--- config.mk ---
export PLATFORM = sky130hd
export DESIGN_NAME = key_debouncer
export DESIGN_NICKNAME = d
export VERILOG_FILES = /design/src/rtl/key_debouncer_pkg.sv /design/src/rtl/key_debouncer_sample_tick_gen.sv /design/src/rtl/key_debouncer.sv
export SDC_FILE = /design/constraint.sdc
export NUM_CORES = 1
export LEC_CHECK = 0
export ABC_AREA = 1
export BUFFER_PORTS_ARGS = -buffer_cell sky130_fd_sc_hd__buf_2
export CORE_UTILIZATION = 45
export DETAILED_ROUTE_END_ITERATION = 6
export GPL_TIMING_DRIVEN = 0
export PLACE_DENSITY = 0.69
export SETUP_SLACK_MARGIN = 0.05
export SYNTH_ARGS = -nofsm -noshare
export SYNTH_HDL_FRONTEND = slang
export SYNTH_HIERARCHICAL = 1
export SYNTH_SLANG_ARGS = --single-unit
export TNS_END_PERCENT = 50
--- constraint.sdc ---
create_clock -name clk -period 4.2 [get_ports clk]
set_input_delay 0.63 -clock clk [delete_from_list [all_inputs] [get_ports clk]]
set_output_delay 0.63 -clock clk [all_outputs]
set_load 0.05 [all_outputs]
--- src/rtl/key_debouncer_pkg.sv ---
// io_pkg: definitions shared by the board-I/O blocks (key debouncer and
// sample tick divider).
//   key_state_t     - per-key debounce FSM states
//   count_width()   - bits needed to hold the values 0..max_count
//   DEFAULT_*       - default sample rate and stability window
package io_pkg;

  typedef enum logic [1:0] {
    RELEASED    = 2'd0,
    PRESS_CHK   = 2'd1,
    PRESSED     = 2'd2,
    RELEASE_CHK = 2'd3
  } key_state_t;

  localparam int DEFAULT_SAMPLE_HZ      = 1000;
  localparam int DEFAULT_STABLE_SAMPLES = 20;

  // Width of a counter that must reach max_count; never less than one bit.
  function automatic int count_width(input int max_count);
    if (max_count < 1) begin
      return 1;
    end
    return $clog2(max_count + 1);
  endfunction

endpackage

--- src/rtl/key_debouncer_sample_tick_gen.sv ---
// sample_tick_gen: free-running divider producing a one-clock strobe every
// DIV clocks. The first strobe appears DIV cycles after reset is released.
// Ports:
//   clk          in   system clock
//   rst          in   synchronous active-high reset
//   sample_tick  out  high while the divider sits at DIV-1
module sample_tick_gen
  import io_pkg::*;
#(
  parameter int DIV = 100_000
) (
  input  logic clk,
  input  logic rst,
  output logic sample_tick
);

  localparam int CW = count_width(DIV - 1);
  localparam logic [CW-1:0] DIV_LAST = CW'(DIV - 1);

  logic [CW-1:0] div_cnt;

  // Count 0..DIV-1 and wrap.
  always_ff @(posedge clk) begin
    if (rst) begin
      div_cnt <= '0;
    end else if (div_cnt == DIV_LAST) begin
      div_cnt <= '0;
    end else begin
      div_cnt <= div_cnt + CW'(1);
    end
  end

  // Decoded from a register, so the strobe is glitch-free and one clock wide.
  assign sample_tick = (div_cnt == DIV_LAST);

endmodule

--- src/rtl/key_debouncer.sv ---
// key_debouncer: synchronises NUM_KEYS raw board keys, debounces each one on
// a divided sample tick and publishes a clean level plus one-clock
// press/release pulses.
// Optional feature (macro KEY_LONG_PRESS_EN): adds parameter LONG_SAMPLES and
// output key_long, a one-clock pulse once a key has been held LONG_SAMPLES
// ticks after its press was accepted (at most once per press).
// Ports:
//   clk          in   system clock
//   rst          in   synchronous active-high reset
//   key_in       in   raw asynchronous key pins
//   key_level    out  debounced level, 1 = pressed
//   key_press    out  one-clock pulse on an accepted 0->1
//   key_release  out  one-clock pulse on an accepted 1->0
//   key_long     out  one-clock long-hold pulse (KEY_LONG_PRESS_EN only)
//   sample_tick  out  debounce sample strobe, every DIV clocks
module key_debouncer
  import io_pkg::*;
#(
  parameter int NUM_KEYS       = 5,
  parameter int CLK_FREQ_HZ    = 100_000_000,
  parameter int SAMPLE_HZ      = DEFAULT_SAMPLE_HZ,
  parameter int STABLE_SAMPLES = DEFAULT_STABLE_SAMPLES,
  parameter int KEY_ACTIVE_LOW = 0
`ifdef KEY_LONG_PRESS_EN
  ,
  parameter int LONG_SAMPLES   = 1000
`endif
) (
  input  logic                clk,
  input  logic                rst,
  input  logic [NUM_KEYS-1:0] key_in,
  output logic [NUM_KEYS-1:0] key_level,
  output logic [NUM_KEYS-1:0] key_press,
  output logic [NUM_KEYS-1:0] key_release,
`ifdef KEY_LONG_PRESS_EN
  output logic [NUM_KEYS-1:0] key_long,
`endif
  output logic                sample_tick
);

  localparam int DIV = CLK_FREQ_HZ / SAMPLE_HZ;
  localparam int CW  = count_width(STABLE_SAMPLES);
  localparam logic [CW-1:0] CNT_LAST = CW'(STABLE_SAMPLES - 1);

  logic [NUM_KEYS-1:0] sync_meta;
  logic [NUM_KEYS-1:0] sync_out;
  logic [NUM_KEYS-1:0] s;

  sample_tick_gen #(
    .DIV(DIV)
  ) u_tick (
    .clk        (clk),
    .rst        (rst),
    .sample_tick(sample_tick)
  );

  // Two-flop synchroniser per key; the first stage may go metastable.
  always_ff @(posedge clk) begin
    if (rst) begin
      sync_meta <= '0;
      sync_out  <= '0;
    end else begin
      sync_meta <= key_in;
      sync_out  <= sync_meta;
    end
  end

  // Normalise polarity so that 1 always means pressed from here on.
  assign s = (KEY_ACTIVE_LOW != 0) ? ~sync_out : sync_out;

  for (genvar i = 0; i < NUM_KEYS; i++) begin : g_key
    key_state_t    state;
    key_state_t    state_next;
    logic [CW-1:0] cnt;
    logic [CW-1:0] cnt_next;
    logic          level_q;
    logic          level_next;
    logic          press_q;
    logic          press_next;
    logic          release_q;
    logic          release_next;

    always_ff @(posedge clk) begin
      if (rst) begin
        state     <= RELEASED;
        cnt       <= '0;
        level_q   <= 1'b0;
        press_q   <= 1'b0;
        release_q <= 1'b0;
      end else begin
        state     <= state_next;
        cnt       <= cnt_next;
        level_q   <= level_next;
        press_q   <= press_next;
        release_q <= release_next;
      end
    end

    // The FSM only advances on sample ticks. The CHK states count agreeing
    // samples; a single disagreeing sample drops back to the stable state.
    // With a one-sample window the CHK states are skipped entirely.
    always_comb begin
      state_next   = state;
      cnt_next     = cnt;
      level_next   = level_q;
      press_next   = 1'b0;
      release_next = 1'b0;
      if (sample_tick) begin
        unique case (state)
          RELEASED: begin
            if (s[i]) begin
              if (STABLE_SAMPLES == 1) begin
                state_next = PRESSED;
                level_next = 1'b1;
                press_next = 1'b1;
              end else begin
                state_next = PRESS_CHK;
                cnt_next   = CW'(1);
              end
            end
          end
          PRESS_CHK: begin
            if (!s[i]) begin
              state_next = RELEASED;
              cnt_next   = '0;
            end else if (cnt == CNT_LAST) begin
              state_next = PRESSED;
              cnt_next   = '0;
              level_next = 1'b1;
              press_next = 1'b1;
            end else begin
              cnt_next = cnt + CW'(1);
            end
          end
          PRESSED: begin
            if (!s[i]) begin
              if (STABLE_SAMPLES == 1) begin
                state_next   = RELEASED;
                level_next   = 1'b0;
                release_next = 1'b1;
              end else begin
                state_next = RELEASE_CHK;
                cnt_next   = CW'(1);
              end
            end
          end
          RELEASE_CHK: begin
            if (s[i]) begin
              state_next = PRESSED;
              cnt_next   = '0;
            end else if (cnt == CNT_LAST) begin
              state_next   = RELEASED;
              cnt_next     = '0;
              level_next   = 1'b0;
              release_next = 1'b1;
            end else begin
              cnt_next = cnt + CW'(1);
            end
          end
          default: begin
            state_next = RELEASED;
            cnt_next   = '0;
          end
        endcase
      end
    end

    assign key_level[i]   = level_q;
    assign key_press[i]   = press_q;
    assign key_release[i] = release_q;

`ifdef KEY_LONG_PRESS_EN
    localparam int HW = count_width(LONG_SAMPLES);
    localparam logic [HW-1:0] HOLD_LAST = HW'(LONG_SAMPLES - 1);

    logic [HW-1:0] hold;
    logic [HW-1:0] hold_next;
    logic          long_done;
    logic          long_done_next;
    logic          long_q;
    logic          long_next;

    always_ff @(posedge clk) begin
      if (rst) begin
        hold      <= '0;
        long_done <= 1'b0;
        long_q    <= 1'b0;
      end else begin
        hold      <= hold_next;
        long_done <= long_done_next;
        long_q    <= long_next;
      end
    end

    // The hold counter saturates at LONG_SAMPLES-1. long_done survives a
    // bounce through RELEASE_CHK so a single press never fires twice; it is
    // only cleared once the release is actually accepted.
    always_comb begin
      hold_next      = hold;
      long_done_next = long_done;
      long_next      = 1'b0;
      if (sample_tick) begin
        if (state == PRESSED && state_next == PRESSED) begin
          if (hold == HOLD_LAST) begin
            if (!long_done) begin
              long_next      = 1'b1;
              long_done_next = 1'b1;
            end
          end else begin
            hold_next = hold + HW'(1);
          end
        end else if (state == PRESSED) begin
          hold_next = '0;
        end
        if (state_next == RELEASED) begin
          long_done_next = 1'b0;
        end
      end
    end

    assign key_long[i] = long_q;
`endif
  end

endmodule

# Word-level counts from Yosys, hierarchy flattened
# Cells that the tools add are included.
[totals]
regBits = 77
latch_bits = 0
ram_bits = 0
mem_bits_ro = 0
out_inout_bits = 16
wordCells = 242
n_memories = 0
[op_classes]
addsub = 6
n_mul = 0
div_mod_pow = 0
order_cmp = 0
n_eq_ne = 61
shift = 0
muxes = 95
bitwise_logic = 16
reduce_logical = 36
[op_table]
columns = ["cell", "count"]
rows = [
  ["$mux W5", 25],
  ["$pmux W5 S4", 5],
  ["$mux W2", 30],
  ["$ne A2 B2 Y1 const B", 30],
  ["$pmux W2 S4", 5],
  ["$reduce_or A4 Y1", 10],
  ["$ne A3 B3 Y1 const B", 10],
  ["$reduce_and A6 Y1", 5],
  ["$add A5 B1 Y5 const B", 5],
  ["$eq A5 B5 Y1 const B", 5],
  ["$mux W1", 25],
  ["$reduce_and A5 Y1", 5],
  ["$eq A2 B2 Y1 const B", 10],
  ["$add A17 B1 Y17 const B", 1],
  ["$eq A17 B17 Y1 const B", 1],
  ["$not A1 Y1", 16],
  ["$reduce_and A3 Y1", 5],
  ["$eq A2 B1 Y1 const B", 5],
  ["$logic_not A2 Y1", 5],
  ["$pmux W1 S2", 5],
  ["$reduce_bool A2 Y1", 5],
  ["$reduce_or A2 Y1", 1],
]

# Longest topological paths before layout
# Gate-level depths: netlist of the first run.
[depth]
depth_word = 4
ltp_mapped = 13
mapped_depth_nobuf = 12

# Modules after synthesis
# The synthesis of the first run kept the hierarchy.
[modules_own_cells]
columns = ["module", "instances", "cells_per_inst", "area_each_um2"]
rows = [
  ["key_debouncer", 1, 394, 2776.4],
  ["sample_tick_gen", 1, 138, 889.6],
]

# Worst setup path before layout of the first run
# Ideal clock, no wire load.
[synth_path]
path_type = "register -> register"
startpoint = "register u_tick.div_cnt[0]"
endpoint = "register g_key[3].level_q"
setup_ns = 0.113
arrival_time_ns = 2.504
required_ns = 4.087
path_slack_ns = 1.583
path_stages_with_launch = 14
n_path_buf = 1
period_less_slack_ns = 2.617
cell_sequence = "dfxtp_1 ha_1 nand2_1 nor2_1 nand3_1 nor2_1 buf_4 nand2_1 inv_1 nand2_1 nor2_1 nand2_1 nand2_1 nor2_1"
[synth_between]
elab_chain_cells = 2
[synth_rtl]
columns = ["item", "line_no", "source"]
rows = [
  ["start: declaration", "key_debouncer_sample_tick_gen.sv:20", "logic [CW-1:0] div_cnt;"],
  ["start signal: assignment", "key_debouncer_sample_tick_gen.sv:29", "div_cnt <= div_cnt + CW'(1);"],
  ["$eq A17 B17 Y1", "key_debouncer_sample_tick_gen.sv:34", "assign sample_tick = (div_cnt == DIV_LAST);"],
  ["net sample_tick", "key_debouncer.sv:38", "output logic sample_tick"],
  ["$reduce_and A6 Y1 (no line)", "--", ""],
  ["end signal: assignment", "key_debouncer.sv:93", "level_q <= level_next;"],
  ["end: declaration", "key_debouncer.sv:76", "logic level_q;"],
]
# The timed path passes the listed nets, and every way through them passes these cells.
# A chain may end at the register's enable or synchronous reset.

# Worst setup path after layout of the first run
[layout_path]
startpoint = "register u_tick.div_cnt[0]"
endpoint = "output sample_tick"
[layout_between]
elab_chain_cells = 1
[layout_rtl]
columns = ["item", "line_no"]
rows = [
  ["$eq A17 B17 Y1", "key_debouncer_sample_tick_gen.sv:34"],
  ["end: declaration", "key_debouncer.sv:38"],
]
# No other way between the ends.

==> results of run 1 <==
layout by cell type, fill, tap and decap left out, drive strengths merged, types with 2 or more instances in the layout:
master  synthesis  final
o21ai          13     13
nand2         134    134
buf            19     41
bufinv          0      3
clkinv          0      2
nor2           93     93
inv            75     75
a21oi          27     27
o21bai          4      4
nand3b          3      3
nand4          10     10
clkbuf          3     13
xor2           10     10
nand3          41     41
nor4            3      3
ha              6      6
nor3            8      8
xnor2           2      2
dfxtp          77     77
per-stage QoR:
stage / power (mW) / util / setup slack (ps) / std cells / cell area (um2)
final: 1.432 / 0.5292 / 1407 / 671 / 4131
after global routing: 1.476 / 0.5292 / 1264 / 671 / 4131
after CTS: 1.447 / 0.5292 / 1369 / 671 / 4131
after detailed placement: 0.7951 / 0.5000 / 1640 / 656 / 3904
after global placement: 0.7940 / 0.5000 / 1617 / 656 / 3904
after floorplan: 0.7832 / - / 1583 / 532 / 3666
flip-flops by register name, summed over array words and instances, names as in the netlist, named ones only:
name,cells
g_key.cnt,25
g_key.level_q,5
g_key.press_q,5
g_key.release_q,5
g_key.state,5
s,5
sync_meta,5
u_tick/div_cnt,17
final timing paths:
check	endpoint	cells past startpoint	slack, ps
hold reg to reg	s[3]$_SDFF_PP0_	2	400
hold / removal	s[3]$_SDFF_PP0_	2	400
setup / recovery	sample_tick	6	1410
setup reg to reg	g_key[4].press_q$_SDFF_PP0_	9	1640
cells by family (layout without fill, tap and decap cells):
kind of cell	Yosys count	in the layout
compound gates	47	47
xor+xnor	12	12
buf+inv	97	134
fa+ha+maj	6	6
simple gates	293	293
flops	77	77
final cells by class:
class,count,area (um2),area share
sequential,77,1541,0.3731
tap,102,127.6,0.03089
multi-input combinational,358,1688,0.4085
clock inverter,5,100.1,0.02423
inverter,75,281.5,0.06814
buffer,22,155.1,0.03755
clock buffer,10,127.6,0.03089
timing repair buffer,22,110.1,0.02665
worst register-to-register path, delay by kind of cell, from the launching register on:
kind | cells | cell delay, ps
fa+ha+maj | 1 | 210
simple gates | 6 | 1400
buf+inv | 2 | 500
flops | 1 | 360
power by group:
| group | total (mW) | switching [mW] | internal [mW] |
|---|---|---|---|
| Clock | 0.654 | 0.264 | 0.390 |
| Combinational | 0.0368 | 0.0237 | 0.0131 |
| Sequential | 0.741 | 0.00441 | 0.736 |
per-layer routing:
| layer | vias up | share of wire |
|---|---|---|
| li1 | 1720 | - |
| met1 | 1374 | 0.49 |
| met2 | 57 | 0.44 |
| met3 | 21 | 0.034 |
| met4 | 0 | 0.027 |
| met5 | - | 0 |
==> results by group, run 1 <==
Clock network
  • Postcts setup bufs: 0
  • CTS tree: yes
  • Clock latency on the worst-skew pair: between 300 and 400 ps
  • CTS max path bufs: 2
  • Post-CTS Resized: 0
  • Clock transition at path regs: 70 ps
  • Root Buffer: clkbuf_8
  • Num CTS Buffers: 9
  • Max H-tree Level: 3
  • CTS Sinks: just under 80
  • Post-CTS Hold Fix Bufs: 0

Synth
  • Top post-synthesis cells by area: dfxtp_1 42%, nand2_1 13%, nor2_1 9.4%, inv_1 7.5%, nand3_1 5.6%
  • Share of synthesized registers carrying an async set or reset: 0
  • Post-Syn Instances: 532
  • Syn_area_per_cell: between 6 and 7 um2
  • Netlist cell types: 30
  • EDFF count, synth: 0
  • Main combinational cell family by area after synthesis: simple AND/OR/NAND/NOR gates
  • Post-Syn Area: ~3700 um2
  • Area share of fa/ha/maj cells after synthesis: 0.02048
  • Sequential element share of the synthesized area: 0.4205
  • Synthesis Warnings: 6
  • Post-synthesis mux area share: 0
  • Simple-gate area share of the yosys netlist: 0.3331
  • Post-synthesis register bit count: 77
  • Top_reg_cell synth: dfxtp_1
  • Most frequent cells after synthesis: 130 x nand2_1, 92 x nor2_1, 77 x dfxtp_1
  • Syn Nets: between 500 and 600
  • Most common cell in the netlist: nand2_1
  • Synth area leader: dfxtp_1
  • Synth Area in Compound Gates: 0.07611
  • Post-Synth XOR/XNOR Area: 0.03072
  • Synth top area share: 0.4205

Cells and area
  • N_diodes: 0
  • Area Overhead vs Synth: 12.70%
  • Filler cell count: between 700 and 800
  • Total Nets Final: just under 600
  • Ratio of cells with drive above 1 in the final layout: 0.1178

Floorplanning
  • Die area: roughly 8500 um2
  • Core ar.: slightly below 8000 um2
  • Row cnt: 32
  • Floorplan die height: slightly above 90 um
  • Initial Utilization: 0.4696
  • Die Width: between 90 and 100 um
  • I/O Pins: 23

Route
  • Routed WL: 7020 um
  • DR pass1 iterations: 5
  • Wire per inst: approximately 10 um
  • DRC: 0
  • Via density: about 4.7
  • ANT nets after route: 0
  • Detailed-route via count: around 3200
  • DRT iter0 DRCs: roughly 120

Place
  • Final estimated routing congestion in global placement: around 0.82
  • Port bufs: 22
  • Dpl hpwl: 5108 um

Outcome
  • Status: finished clean

Critical path
  • CP Cell Sequence: ha_1 > nand2_1 > nor2_1 > nand3_1 > nor2_1 > buf_2
  • Setup crit start kind: flop
  • Delay of the slowest critical-path stage: 510 ps
  • WP buf/inv: 1
  • Worst Path Required: 3570 ps
  • CP max FO: 7
  • Crit-path slowest cell: nor2_1
  • WP data arrival: 2160 ps
  • Critical path startpoint: u_tick/div_cnt[0]$_SDFF_PP0_
  • Worst r2r src: u_tick/div_cnt[0]$_SDFF_PP0_
  • Critical path type: reg -> out
  • CP top delay family: simple AND/OR/NAND/NOR gates
  • Setup crit end kind: output port
  • Crit path top cell by count: nor2_1

STA
  • Fin crit share: 0.6650
  • Slew @ Worst Pin: 618.1 ps
  • F_max: between 0.3 and 0.4 GHz
  • Period minus WS final: 2793 ps
  • Clock Skews: about 12 ps
  • Fin. max-slew vios: 0
  • Slew HR: 0.5864
  • TNS Setup: 0 ps
  • Hold slack: about 400 ps
  • RSZ-0062 raised after global routing: no
  • Fin. Hold Viols: 0
  • Final setup fails: 0

GRT
  • Initial antenna violation count: 0
  • Met2 Resource Use GR: 0.2960
  • GR Overflow Total: 0
  • Global-route wire length before repair: between 10000 and 15000 um
  • Global routing usage on met1: 0.2312
  • GR peak layer: met2
  • GRT Total Usage: 0.1843
  • Met3 usage: 0.03483
  • Largest net degree at the start of global routing: 13
  • Vias in the first global route: roughly 2900

Power and ir drop
  • Peak supply drop: approximately 200 uV
  • PD cells: ~350 nW/um2
  • Total leakage power: around 1.8 nW

Hold path
  • Hold Startpoint: sync_meta[3]$_SDFF_PP0_
  • Worst Hold Class: reg -> reg

Flow run
  • Maxcap violations: 0
Note: power is estimated with default switching activity, not from simulation.
==> inputs of run 2 (changes only) <==
Settings changed: PLACE_DENSITY 0.69 to 0.71.
Clock period 4.2 ns to 2.5 ns, I/O delays scaled along.
==> run 2 against run 1 <==
  * Final cell count increased by 0.30%
  * Combinational power increased by 70%
  * Largest power group unchanged
  * Count of clock-buffer cells in the layout increased by 1
  * Via count increased by 0.88%
  * Die area unchanged
  * Non-clock buffer count increased by 1
  * Critical path depth unchanged
  * Sequential share of layout area about the same
  * Clock skew decreased by 1.8 ps
  * Flip-flop and latch count unchanged
==> results by group, run 2 (synthesis results as in run 1) <==
Hold path
  • Hold Startpoint: key_in[4]
  • Hold Path Cell Cnt: 3 (+1)
  • Worst Hold Class: in -> reg
  • Hold Path Sink: sync_meta[4]$_SDFF_PP0_

Power and ir drop
  • Peak supply drop: 297.6 uV (+48%)
  • PD cells: 546.8 nW/um2 (+58%)
  • Total leakage power: 1.767 nW (-0.66%)

STA
  • Final setup fails: 0 (unchanged)
  • Slew @ Worst Pin: 543.5 ps (-74.54 ps)
  • RSZ-0062 raised after global routing: no
  • F_max: between 0.4 and 0.5 GHz
  • Fin. Hold Viols: 0 (unchanged)
  • Hold slack: 218.4 ps (-184.8 ps)
  • Clock Skews: 10.38 ps (-1.786 ps)
  • Slew HR: 0.6377 (+0.05121)
  • TNS Setup: 0 ps (unchanged)
  • Fin crit share: 0.9102
  • Period minus WS final: ~2300 ps
  • Fin. max-slew vios: 0 (unchanged)

Critical path
  • CP Cell Sequence: ha_1 > nand2_1 > nor2_1 > nand3_2 > nor2_4 > clkbuf_4
  • Setup crit end kind: output port
  • WP data arrival: 1900 ps (-260 ps)
  • WP buf/inv: 1 (unchanged)
  • Worst Path Required: 2120 ps (-1450 ps)
  • Stages on worst setup path: 6 (unchanged)
  • Critical path type: reg -> out
  • Crit-path slowest cell: dfxtp_1
  • CP max FO: 7 (unchanged)
  • FF-to-FF setup slack: 290 ps (-1350 ps)
  • CP top delay family: simple AND/OR/NAND/NOR gates
  • Delay of the slowest critical-path stage: 370 ps (-140 ps)
  • Worst r2r src: u_tick/div_cnt[0]$_SDFF_PP0_
  • Setup crit start kind: flop
  • RR Endpoint: g_key[4].press_q$_SDFF_PP0_
  • Worst-case reg-to-reg path depth: 9 (unchanged)

Clock network
  • Clock latency on the worst-skew pair: 350 ps (about the same)
  • Max H-tree Level: 3 (unchanged)
  • Clock transition at path regs: 80 ps (about the same)
  • CTS tree: yes
  • CTS Sinks: 77 (unchanged)
  • Root Buffer: clkbuf_8
  • Num CTS Buffers: 9 (unchanged)
  • CTS max path bufs: 2 (unchanged)
  • Post-CTS Hold Fix Bufs: 0 (unchanged)

Route
  • DRT iter0 DRCs: 138 (+17%)
  • DR pass1 iterations: 4 (-1)
  • Routed WL: 7055 um (+0.50%)
  • DRC: 0 (unchanged)
  • Detailed-route via count: 3200 (+0.88%)
  • ANT nets after route: 0 (unchanged)
  • Via density: 4.755 (+0.58%)
  • Wire per inst: 10.48 um (+0.20%)

Outcome
  • Status: finished clean

Floorplanning
  • Die area: 8512 um2 (unchanged)
  • Row cnt: 32 (unchanged)
  • I/O Pins: 23 (unchanged)
  • Core ar.: 7807 um2 (unchanged)
  • Initial Utilization: 0.4696 (unchanged)
  • Die Width: 92.26 um (unchanged)
  • Floorplan die height: 92.26 um (unchanged)

GRT
  • Vias in the first global route: 3042 (+4.0%)
  • Met3 usage: 0.03483 (unchanged)
  • Global-route wire length before repair: 12800 um (+2.3%)
  • GR peak layer: met2
  • Global routing usage on met1: 0.2280 (-0.003252)
  • GRT Total Usage: 0.1880 (+0.003620)
  • Largest net degree at the start of global routing: 14 (+1)
  • GR Overflow Total: 0 (unchanged)
  • Initial antenna violation count: 0 (unchanged)
  • Met2 Resource Use GR: 0.3209 (+0.02488)

Cells and area
  • Area Overhead vs Synth: 12.76% (about the same)
  • Total Nets Final: 579 (+0.17%)
  • Most common cell after layout, fill and taps aside: nand2_1
  • Commonest cells after routing, fill and taps aside: 130 x nand2_1, 91 x nor2_1, 77 x dfxtp_1, 73 x inv_1, 40 x nand3_1
  • Largest register FFs: 25 (unchanged)
  • Biggest regs: g_key.cnt (25), u_tick/div_cnt (17)
  • Largest Register: g_key.cnt
  • Ratio of cells with drive above 1 in the final layout: 0.1261 (+0.008344)
  • N_diodes: 0 (unchanged)

Place
  • Port bufs: 22 (unchanged)
  • Final estimated routing congestion in global placement: 0.8585 (+5.0%)
  • Dpl hpwl: 5135 um (+0.53%)

Flow run
  • Maxcap violations: 0 (unchanged)
## run 2: worst max-delay path by stage
| stage | startpoint | to | slack (ps) |
|---|---|---|---|
| after floorplan | u_tick/div_cnt[0]$_SDFF_PP0_ | g_key[3].level_q$_SDFFE_PP0P_ | 210 |
| after global placement | u_tick/div_cnt[0]$_SDFF_PP0_ | g_key[4].press_q$_SDFF_PP0_ | 90 |
| after detailed placement | u_tick/div_cnt[0]$_SDFF_PP0_ | g_key[4].press_q$_SDFF_PP0_ | 40 |
| after CTS | u_tick/div_cnt[0]$_SDFF_PP0_ | g_key[4].press_q$_SDFF_PP0_ | 140 |
| after global routing | u_tick/div_cnt[0]$_SDFF_PP0_ | g_key[3].level_q$_SDFFE_PP0P_ | 70 |
| final | u_tick/div_cnt[0]$_SDFF_PP0_ | sample_tick | 220 |
## run 2: where the power goes
group,switching [mW],leakage (nW),internal (mW)
Sequential,0.00727,0.623,1.24
Combinational,0.0404,1.04,0.0220
Clock,0.463,0.0995,0.490
Total,0.511,1.77,1.75
## run 2: timing repair
action / in CTS / in global routing
setup endpoints to repair: 2 / 3
resized for setup: 1 / 3
setup buffers: 0 / 1
pin swaps: 0 / 1
## run 2: worst reg2reg max path: stages, from the launching register on
cell and delay (ps):
dfxtp_1 370, ha_1 210, nand2_1 70, nor2_1 190
nand3_2 160, nor2_4 260, inv_1 200, nor2_1 180
inv_1 170, nor4_2 290
## run 2: stage by stage
step | cell area, um2 | setup slack (ps) | instances | power (mW) | utilization
after floorplan | 3669 | 208.9 | 532 | 1.316 | -
after global placement | 3906 | 86.65 | 656 | 1.334 | 0.5003
after detailed placement | 3906 | 36.60 | 656 | 1.336 | 0.5003
after CTS | 4113 | 136.3 | 672 | 2.286 | 0.5268
after global routing | 4134 | 66.16 | 673 | 2.343 | 0.5295
final | 4134 | 224.4 | 673 | 2.260 | 0.5295
## run 2: cell type report
class,count,area [um2]
Fill cell,764,3674
Multi-Input combinational cell,358,1707
Sequential cell,77,1541
Inverter,75,281.5
Buffer,22,155.1
Clock buffer,11,141.4
Tap cell,102,127.6
Timing Repair Buffer,23,120.1
Clock inverter,5,60.06
## run 2: routing by layer
metal  wire (um)  share of wire  vias up
met3         243          0.034       12
met4         137          0.019        0
met1        3446           0.49     1425
met5           0              0        -
li1            -              -     1717
met2        3227           0.46       46
